==> config.mk <==
export PLATFORM = sky130hd
export DESIGN_NAME = colordetect_accel_udiv_32ns_16ns_seq
export DESIGN_NICKNAME = d
export VERILOG_FILES = /design/src/rtl/colordetect_accel_pkg.sv /design/src/rtl/colordetect_accel_udiv_step.sv /design/src/rtl/colordetect_accel_udiv_32ns_16ns_seq.sv
export SDC_FILE = /design/constraint.sdc
export NUM_CORES = 1
export LEC_CHECK = 0
export CORE_ASPECT_RATIO = 0.7
export CORE_MARGIN = 8
export CORE_UTILIZATION = 35
export DETAILED_ROUTE_END_ITERATION = 6
export GPL_TIMING_DRIVEN = 1
export HOLD_SLACK_MARGIN = 0.06
export MAX_ROUTING_LAYER = met4
export SLEW_MARGIN = 5
export SYNTH_ARGS = -nofsm -noshare
export SYNTH_HDL_FRONTEND = slang
export SYNTH_HIERARCHICAL = 1
export SYNTH_SLANG_ARGS = --single-unit
==> constraint.sdc <==
create_clock -name clk -period 8.1 [get_ports clk]
set_input_delay 1.62 -clock clk [delete_from_list [all_inputs] [get_ports clk]]
set_output_delay 1.62 -clock clk [all_outputs]
set_load 0.02 [all_outputs]
==> src/rtl/colordetect_accel_pkg.sv <==
// Shared definitions for the colordetect accelerator arithmetic blocks.
//   udiv_state_e : control states of the sequential divider
//   DefDividendW : default dividend / quotient width
//   DefDivisorW  : default divisor / remainder width
package colordetect_accel_pkg;

    localparam int unsigned DefDividendW = 32;
    localparam int unsigned DefDivisorW  = 16;

    typedef enum logic [1:0] {
        StIdle = 2'd0,
        StBusy = 2'd1,
        StDone = 2'd2
    } udiv_state_e;

    // Number of ce cycles from operand acceptance to out_valid for a non-zero divisor.
    function automatic int unsigned udiv_latency(input int unsigned dividend_w);
        return dividend_w + 1;
    endfunction

endpackage

==> src/rtl/colordetect_accel_udiv_step.sv <==
// One combinational radix-2 restoring division step.
//   r_i        : current partial remainder (always < divisor_i)
//   qbit_i     : next dividend bit shifted into the remainder
//   divisor_i  : divisor
//   r_next_o   : partial remainder after the trial subtraction
//   q_out_o    : resulting quotient bit
module colordetect_accel_udiv_step
    import colordetect_accel_pkg::*;
#(
    parameter int unsigned DIVISOR_W = DefDivisorW
) (
    input  logic [DIVISOR_W-1:0] r_i,
    input  logic                 qbit_i,
    input  logic [DIVISOR_W-1:0] divisor_i,
    output logic [DIVISOR_W-1:0] r_next_o,
    output logic                 q_out_o
);

    logic [DIVISOR_W:0]   trial;
    logic [DIVISOR_W-1:0] diff;

    always_comb begin
        trial = {r_i, qbit_i};
        // Compare one bit wider than the divisor so the shifted-out MSB counts.
        q_out_o = (trial >= {1'b0, divisor_i});
        // When the subtraction is taken the result is < divisor, so the low bits are exact.
        diff = trial[DIVISOR_W-1:0] - divisor_i;
        r_next_o = q_out_o ? diff : trial[DIVISOR_W-1:0];
    end

endmodule

==> src/rtl/colordetect_accel_udiv_32ns_16ns_seq.sv <==
// Sequential unsigned divider (radix-2 restoring, one quotient bit per ce cycle).
// Used in the colordetect datapath for normalisation (channel means, ratio thresholds).
//   clk        : clock, rising edge
//   reset      : asynchronous active-low reset
//   ce         : clock enable; all registers hold when low, no transfers occur
//   in_valid   : operand pair present          in_ready  : block accepts operands (IDLE)
//   dividend   : unsigned dividend             divisor   : unsigned divisor
//   out_valid  : result present (DONE)         out_ready : downstream takes the result
//   quotient   : unsigned quotient             remainder : unsigned remainder
//   div_zero   : result came from a zero divisor (quotient all ones, remainder = dividend low bits)
module colordetect_accel_udiv_32ns_16ns_seq
    import colordetect_accel_pkg::*;
#(
    parameter int unsigned DIVIDEND_W = DefDividendW,
    parameter int unsigned DIVISOR_W  = DefDivisorW
) (
    input  logic                  clk,
    input  logic                  reset,
    input  logic                  ce,
    input  logic                  in_valid,
    output logic                  in_ready,
    input  logic [DIVIDEND_W-1:0] dividend,
    input  logic [DIVISOR_W-1:0]  divisor,
    output logic                  out_valid,
    input  logic                  out_ready,
    output logic [DIVIDEND_W-1:0] quotient,
    output logic [DIVISOR_W-1:0]  remainder,
    output logic                  div_zero
);

    localparam int unsigned    CntW    = $clog2(DIVIDEND_W);
    localparam logic [CntW-1:0] CntLast = CntW'(DIVIDEND_W - 1);
    localparam logic [CntW-1:0] CntOne  = CntW'(1);

    udiv_state_e state_q, state_d;

    // Q doubles as the dividend shift register and the quotient accumulator.
    logic [DIVIDEND_W-1:0] q_q, q_d;
    // The restored partial remainder is always < divisor, so DIVISOR_W bits hold it;
    // the extra comparison bit lives inside the step.
    logic [DIVISOR_W-1:0]  r_q, r_d;
    logic [DIVISOR_W-1:0]  divisor_q, divisor_d;
    logic [CntW-1:0]       cnt_q, cnt_d;
    logic                  dz_q, dz_d;

    logic                  accept;
    logic                  divisor_is_zero;
    logic [DIVISOR_W-1:0]  step_r;
    logic                  step_q;

    assign accept          = ce && in_valid && (state_q == StIdle);
    assign divisor_is_zero = (divisor == '0);

    colordetect_accel_udiv_step #(
        .DIVISOR_W (DIVISOR_W)
    ) u_step (
        .r_i       (r_q),
        .qbit_i    (q_q[DIVIDEND_W-1]),
        .divisor_i (divisor_q),
        .r_next_o  (step_r),
        .q_out_o   (step_q)
    );

    // ---------------------------------------------------------------- state register
    always_ff @(posedge clk or negedge reset) begin
        if (!reset) begin
            state_q <= StIdle;
        end else begin
            state_q <= state_d;
        end
    end

    // ---------------------------------------------------------------- next state
    always_comb begin
        state_d = state_q;
        unique case (state_q)
            StIdle: begin
                if (accept) begin
                    state_d = divisor_is_zero ? StDone : StBusy;
                end
            end
            StBusy: begin
                if (ce && (cnt_q == '0)) begin
                    state_d = StDone;
                end
            end
            StDone: begin
                if (ce && out_ready) begin
                    state_d = StIdle;
                end
            end
            default: state_d = StIdle;
        endcase
    end

    // ---------------------------------------------------------------- outputs
    always_comb begin
        // in_ready is held low during reset and never depends on out_ready.
        in_ready  = reset && (state_q == StIdle);
        out_valid = (state_q == StDone);
        quotient  = q_q;
        remainder = r_q;
        div_zero  = dz_q;
    end

    // ---------------------------------------------------------------- datapath
    always_comb begin
        q_d       = q_q;
        r_d       = r_q;
        divisor_d = divisor_q;
        cnt_d     = cnt_q;
        dz_d      = dz_q;

        if (accept) begin
            divisor_d = divisor;
            if (divisor_is_zero) begin
                q_d   = '1;
                r_d   = dividend[DIVISOR_W-1:0];
                dz_d  = 1'b1;
                cnt_d = '0;
            end else begin
                q_d   = dividend;
                r_d   = '0;
                dz_d  = 1'b0;
                cnt_d = CntLast;
            end
        end else if (ce && (state_q == StBusy)) begin
            r_d = step_r;
            q_d = {q_q[DIVIDEND_W-2:0], step_q};
            // Counter is only reloaded on acceptance; it parks at zero otherwise.
            if (cnt_q != '0) begin
                cnt_d = cnt_q - CntOne;
            end
        end
    end

    always_ff @(posedge clk or negedge reset) begin
        if (!reset) begin
            q_q       <= '0;
            r_q       <= '0;
            divisor_q <= '0;
            cnt_q     <= '0;
            dz_q      <= 1'b0;
        end else begin
            q_q       <= q_d;
            r_q       <= r_d;
            divisor_q <= divisor_d;
            cnt_q     <= cnt_d;
            dz_q      <= dz_d;
        end
    end

`ifndef SYNTHESIS
    // A presented result may only be withdrawn by a handshake.
    a_valid_hold: assert property (@(posedge clk) disable iff (!reset)
        (out_valid && !(ce && out_ready)) |=> out_valid);
    a_result_stable: assert property (@(posedge clk) disable iff (!reset)
        (out_valid && !(ce && out_ready)) |=> $stable({quotient, remainder, div_zero}));
    a_state_legal: assert property (@(posedge clk) disable iff (!reset)
        state_q inside {StIdle, StBusy, StDone});
`endif

endmodule
# After elaboration in Yosys (flattened, before gate mapping)
# Cells that the tools add are included.
dict set report word_totals {
  wordCells 45
  register_bits 72
  in_bits 53
}
dict set report classes {
  magnitude_cmp 1
  mux 17
  n_reduce_logical 14
  add_sub_neg 2
  eq_ne 5
}
# cell n
set op_table {}
lappend op_table {{$mux W32} 3}
lappend op_table {{$mux W16} 4}
lappend op_table {{$mux W5} 4}
lappend op_table {{$ge A17 B16 Y1} 1}
lappend op_table {{$logic_not A16 Y1} 1}
lappend op_table {{$sub A16 B16 Y16} 1}
lappend op_table {{$mux W2} 4}
lappend op_table {{$logic_and A1 B1 Y1} 6}
lappend op_table {{$pmux W2 S3} 1}
lappend op_table {{$logic_not A5 Y1} 1}
lappend op_table {{$reduce_bool A5 Y1} 1}
lappend op_table {{$sub A5 B1 Y5 const B} 1}
lappend op_table {{$ne A2 B2 Y1 const B} 2}
lappend op_table {{$reduce_bool A2 Y1} 2}
lappend op_table {{$reduce_and A3 Y1} 1}
lappend op_table {{$eq A2 B1 Y1 const B} 1}
lappend op_table {{$eq A2 B2 Y1 const B} 1}
lappend op_table {{$logic_not A2 Y1} 1}
lappend op_table {{$ne A2 B1 Y1 const B} 1}
lappend op_table {{$reduce_and A2 Y1} 1}
lappend op_table {{$mux W1} 1}

# Longest topological paths before layout
dict set report depth {
  word_depth 4
  mapped_depth 12
  mapped_depth_nobuf 10
}

# By module
# Netlist, hierarchy kept.
# mod cells_per_inst area_per_inst_um2 seq_area_each_um2 instances
set modules_own_cells {}
lappend modules_own_cells {colordetect_accel_udiv_32ns_16ns_seq 299 3390.8 1801.7 1}
lappend modules_own_cells {colordetect_accel_udiv_step 156 1164.9 0.0 1}

# Least setup slack after synthesis
# No wires, ideal clock.
dict set report synth_timing {
  path_type {input port to output port}
  from {input reset}
  to {output in_ready}
  required_ps 6480
  n_path_buf 0
  stages 1
  arrival_ps 1830
  slack_ps 4650
  path_cell_list {and2_1}
}
dict set report synth_via {
  elab_chain_len 1
}
# element line_no
set synth_rtl {}
lappend synth_rtl {{start, declared} colordetect_accel_udiv_32ns_16ns_seq.sv:18} ;# input logic reset,
lappend synth_rtl {{$logic_and A1 B1 Y1} colordetect_accel_udiv_32ns_16ns_seq.sv:99} ;# in_ready = reset && (state_q == StIdle);
lappend synth_rtl {{end, declared} colordetect_accel_udiv_32ns_16ns_seq.sv:21} ;# output logic in_ready,
# Every way passes these cells.

# Worst setup path after layout
# Same ends and word-level chain as after synthesis.

==> flow_summary.ini <==
[outcome]
result_of_the_run = finished, final reports clean

[setup_path]
critical_path.cell_chain = buf_4, and2_1, clkdlybuf4s50_1
worstRegToRegCells = 9
reg2reg_to = remainder[3]$_DFFE_PN0P_
cp-end-kind = primary output
critPathArrivalTime_ns = 2.80
worst-endpoint-required_ns = 6.48
cpPeakStageDelay_ns = 0.61
cpMaxStageDelayCell = clkdlybuf4s50_1
path_max_fanout = 33
timing_worst_setup_path_type = in2out
setup.reg_to_reg.worst_slack_ns = 5.27
rr_startpoint = remainder[2]$_DFFE_PN0P_
startpoint_type = input pin

[drt]
totalWireLength_um = 13100
drt_pass1_iterations = 4
routed-via-count = 3810
route.antenna.remaining_nets = 0
dr.first_iter.drc_count = 272
routedWlPerCell_um = 18.4
vias_per_cell = 5.35
drc = 0

[sta]
rsz_0062_raised_after_global_routing = no
worst-slew-pin-transition_ns = 0.839
timing.slew.headroom_pct = 43.9
finalHoldViolCount = 0
slew_viol_final = 0
postLayoutSetupSlackWorst_ns = 3.68
clock_skew_ns = 0.00721
layout_worst_path_cycle_share_pct = 54.6
timing.final.crit_period_ns = 4.42
fin_setup_tns_ns = 0
hold_slack_ns = 0.480
finalSetupViolations = 0
maxClockFrequency_mhz = 226

[die]
placementRows = 35
top_level_ports = 104
floorplan.die_area_sq_mm = 0.0170
die_height_um = 111
die_w_um = 152
start_util_pct = 35.3
core_area_sq_mm = 0.0129

[cts]
cts_repair_resize_count = 0
numClockSinks = 72
cts_tree = done
clkTransAtPathRegs_ns = 0.05
clockRootBuffer = clkbuf_16
cts.path.max_buffers = 2
ctsHtreeMaxLevel = 3
clk_latency_ns = 0.33
cts.hold.buffers_added = 0
cts_setup_buffers = 0
total_cts_buffers = 9

[worst_hold_path]
worstHoldStart = divisor_q[11]$_DFFE_PN0P_
worst_hold_path.endpoint = divisor_q[11]$_DFFE_PN0P_
holdCritPathClass = reg2reg
hold_depth = 2

[cells_and_area]
antenna_cells_inserted = 0
layout-drive-gt1-share_pct = 10.1
layout.nets = 615
flow.area_growth_from_synthesis_pct = 29.7
filler_cell_count = 1224

[power_and_ir_drop]
power_density_mw_per_mm2 = 469
cellLeakagePower_uw = 0.00245
vdd_ir_drop_max_mv = 0.163

[global_route]
grt_first_pass_wirelength_um = 21700
grt_pass1_vias = 3963
grt_start_max_net_pins = 82
global_route.overflow_total = 0
grt_use_total_pct = 16.2
grt_antenna_before_repair = 0

[placement]
io_buffers = 103
gp_congestion = 0.876
hpwlAfterDp_um = 9750
dp_worst_setup_slack_ns = 3.66

[synth]
synth_sequential_area_ratio_pct = 39.5
number_of_synthesized_flops_with_an_enable_pin = 0
synthesis.area_sq_mm = 0.00456
synth_cell_type_count = 60
synth-seq-cells = 72
avgSynthCellArea_sq_um = 10.0
synth_cells = 455
synthesis.yosys.warnings = 6
synth_async_sr_flop_share_pct = 100
mappedNetlistNets = 526
ys_dominant_reg_cell = dfrtp_1

[flow_run]
drv.max_cap_violation_count = 0
[per-layer routing]
metal,up-vias,part of all wire [%],track usage [%]
li1,1842,-,-
met3,12,4.9,3.29
met5,-,0,-
met2,102,42,22.8
met4,0,1.1,4.31
met1,1854,52,23.0
[report_power, final]
group	switching (uW)	internal [uW]	leakage (uW)
registers	152	522	0.000790
clock network	146	242	0.000135
logic	852	855	0.00153
total	1150	1620	0.00245
[worst max-delay path by stage]
stage,end,startpoint,slack (ns)
2_1_floorplan,in_ready,reset,4.65
3_3_place_gp,in_ready,reset,3.65
3_5_place_dp,in_ready,reset,3.66
4_1_cts,in_ready,reset,3.64
5_1_grt,in_ready,reset,3.59
6_report,in_ready,reset,3.68
[cell type report]
class | instances | area [sq um] | area share [%]
Multi-Input combinational cell | 311 | 2400 | 40.6
Sequential cell | 72 | 1800 | 30.5
Timing Repair Buffer | 107 | 1060 | 17.9
Clock buffer | 12 | 246 | 4.17
Tap cell | 166 | 208 | 3.51
Inverter | 43 | 164 | 2.77
Clock inverter | 1 | 30.0 | 0.508
[logic make-up (layout without fill, tap and decap cells)]
kind of cell / Yosys count / after routing / share of synthesized area, %
muxes: 17 / 17 / 4.75
DFF: 72 / 72 / 39.5
xor gates and xnor gates: 13 / 13 / 2.50
adders and majority gates: 18 / 18 / 5.11
buffers and inverters: 72 / 163 / 7.74
AOI/OAI and AO/OA: 118 / 118 / 22.3
and+or+nand+nor: 145 / 145 / 18.0
[layout by cell type (no fill, tap or decap), types with 3 or more instances in the layout]
cell             count
o221a_2             10
xnor2_1              9
a21o_1               4
a31oi_1              3
xor2_1               4
o21bai_1             4
nor2_1              13
nand4_1              3
clkbuf_16            9
o21ai_0             16
a211oi_1             3
mux2_2               5
o221a_1             37
nor3_1               4
mux2i_1              4
ha_1                17
nor4_2               4
a21oi_1             13
nor2b_1              3
a211o_1              3
o21ai_1              8
nand3b_1            32
buf_4                5
and3_1               3
dfrtp_1             72
o21ai_2              3
mux2_4               8
inv_1               42
nand3_1              4
clkdlybuf4s50_1    102
nand2_1             65
[flip-flops by register name (all words and copies together) (netlist names)]
register   flops
divisor_q     16
state_q        2
div_zero       1
remainder     16
cnt_q          5
quotient      32
[synthesized netlist by cell type, types with 5 or more instances]
master	count	area [sq um]
dfrtp_1	72	1800
o21ai_0	16	80.1
o221a_2	10	113
o221a_1	37	417
o21ai_1	8	40.0
a21oi_1	13	65.1
nor2_1	13	48.8
nand3b_1	32	240
inv_1	42	158
nand2_1	65	244
xnor2_1	9	78.8
clkbuf_1	15	56.3
mux2_2	5	56.3
ha_1	17	213
buf_2	6	30.0
mux2_4	8	120
[per-stage QoR]
step / utilization (%) / cells / total power, uW / instance area (sq um)
6_report: 45.7 / 712 / 2770 / 5910
5_1_grt: 45.7 / 712 / 2980 / 5910
4_1_cts: 45.7 / 712 / 2780 / 5910
3_5_place_dp: 43.6 / 699 / 2380 / 5630
3_3_place_gp: 43.6 / 699 / 2360 / 5630
2_1_floorplan: - / 455 / 1890 / 4560
[worst max-delay path, delay by kind of cell]
kind                   cells  cell delay (ns)
AND/OR/NAND/NOR            1             0.20
buffers and inverters      2             0.96
Note: power is estimated with default switching activity, not from simulation.
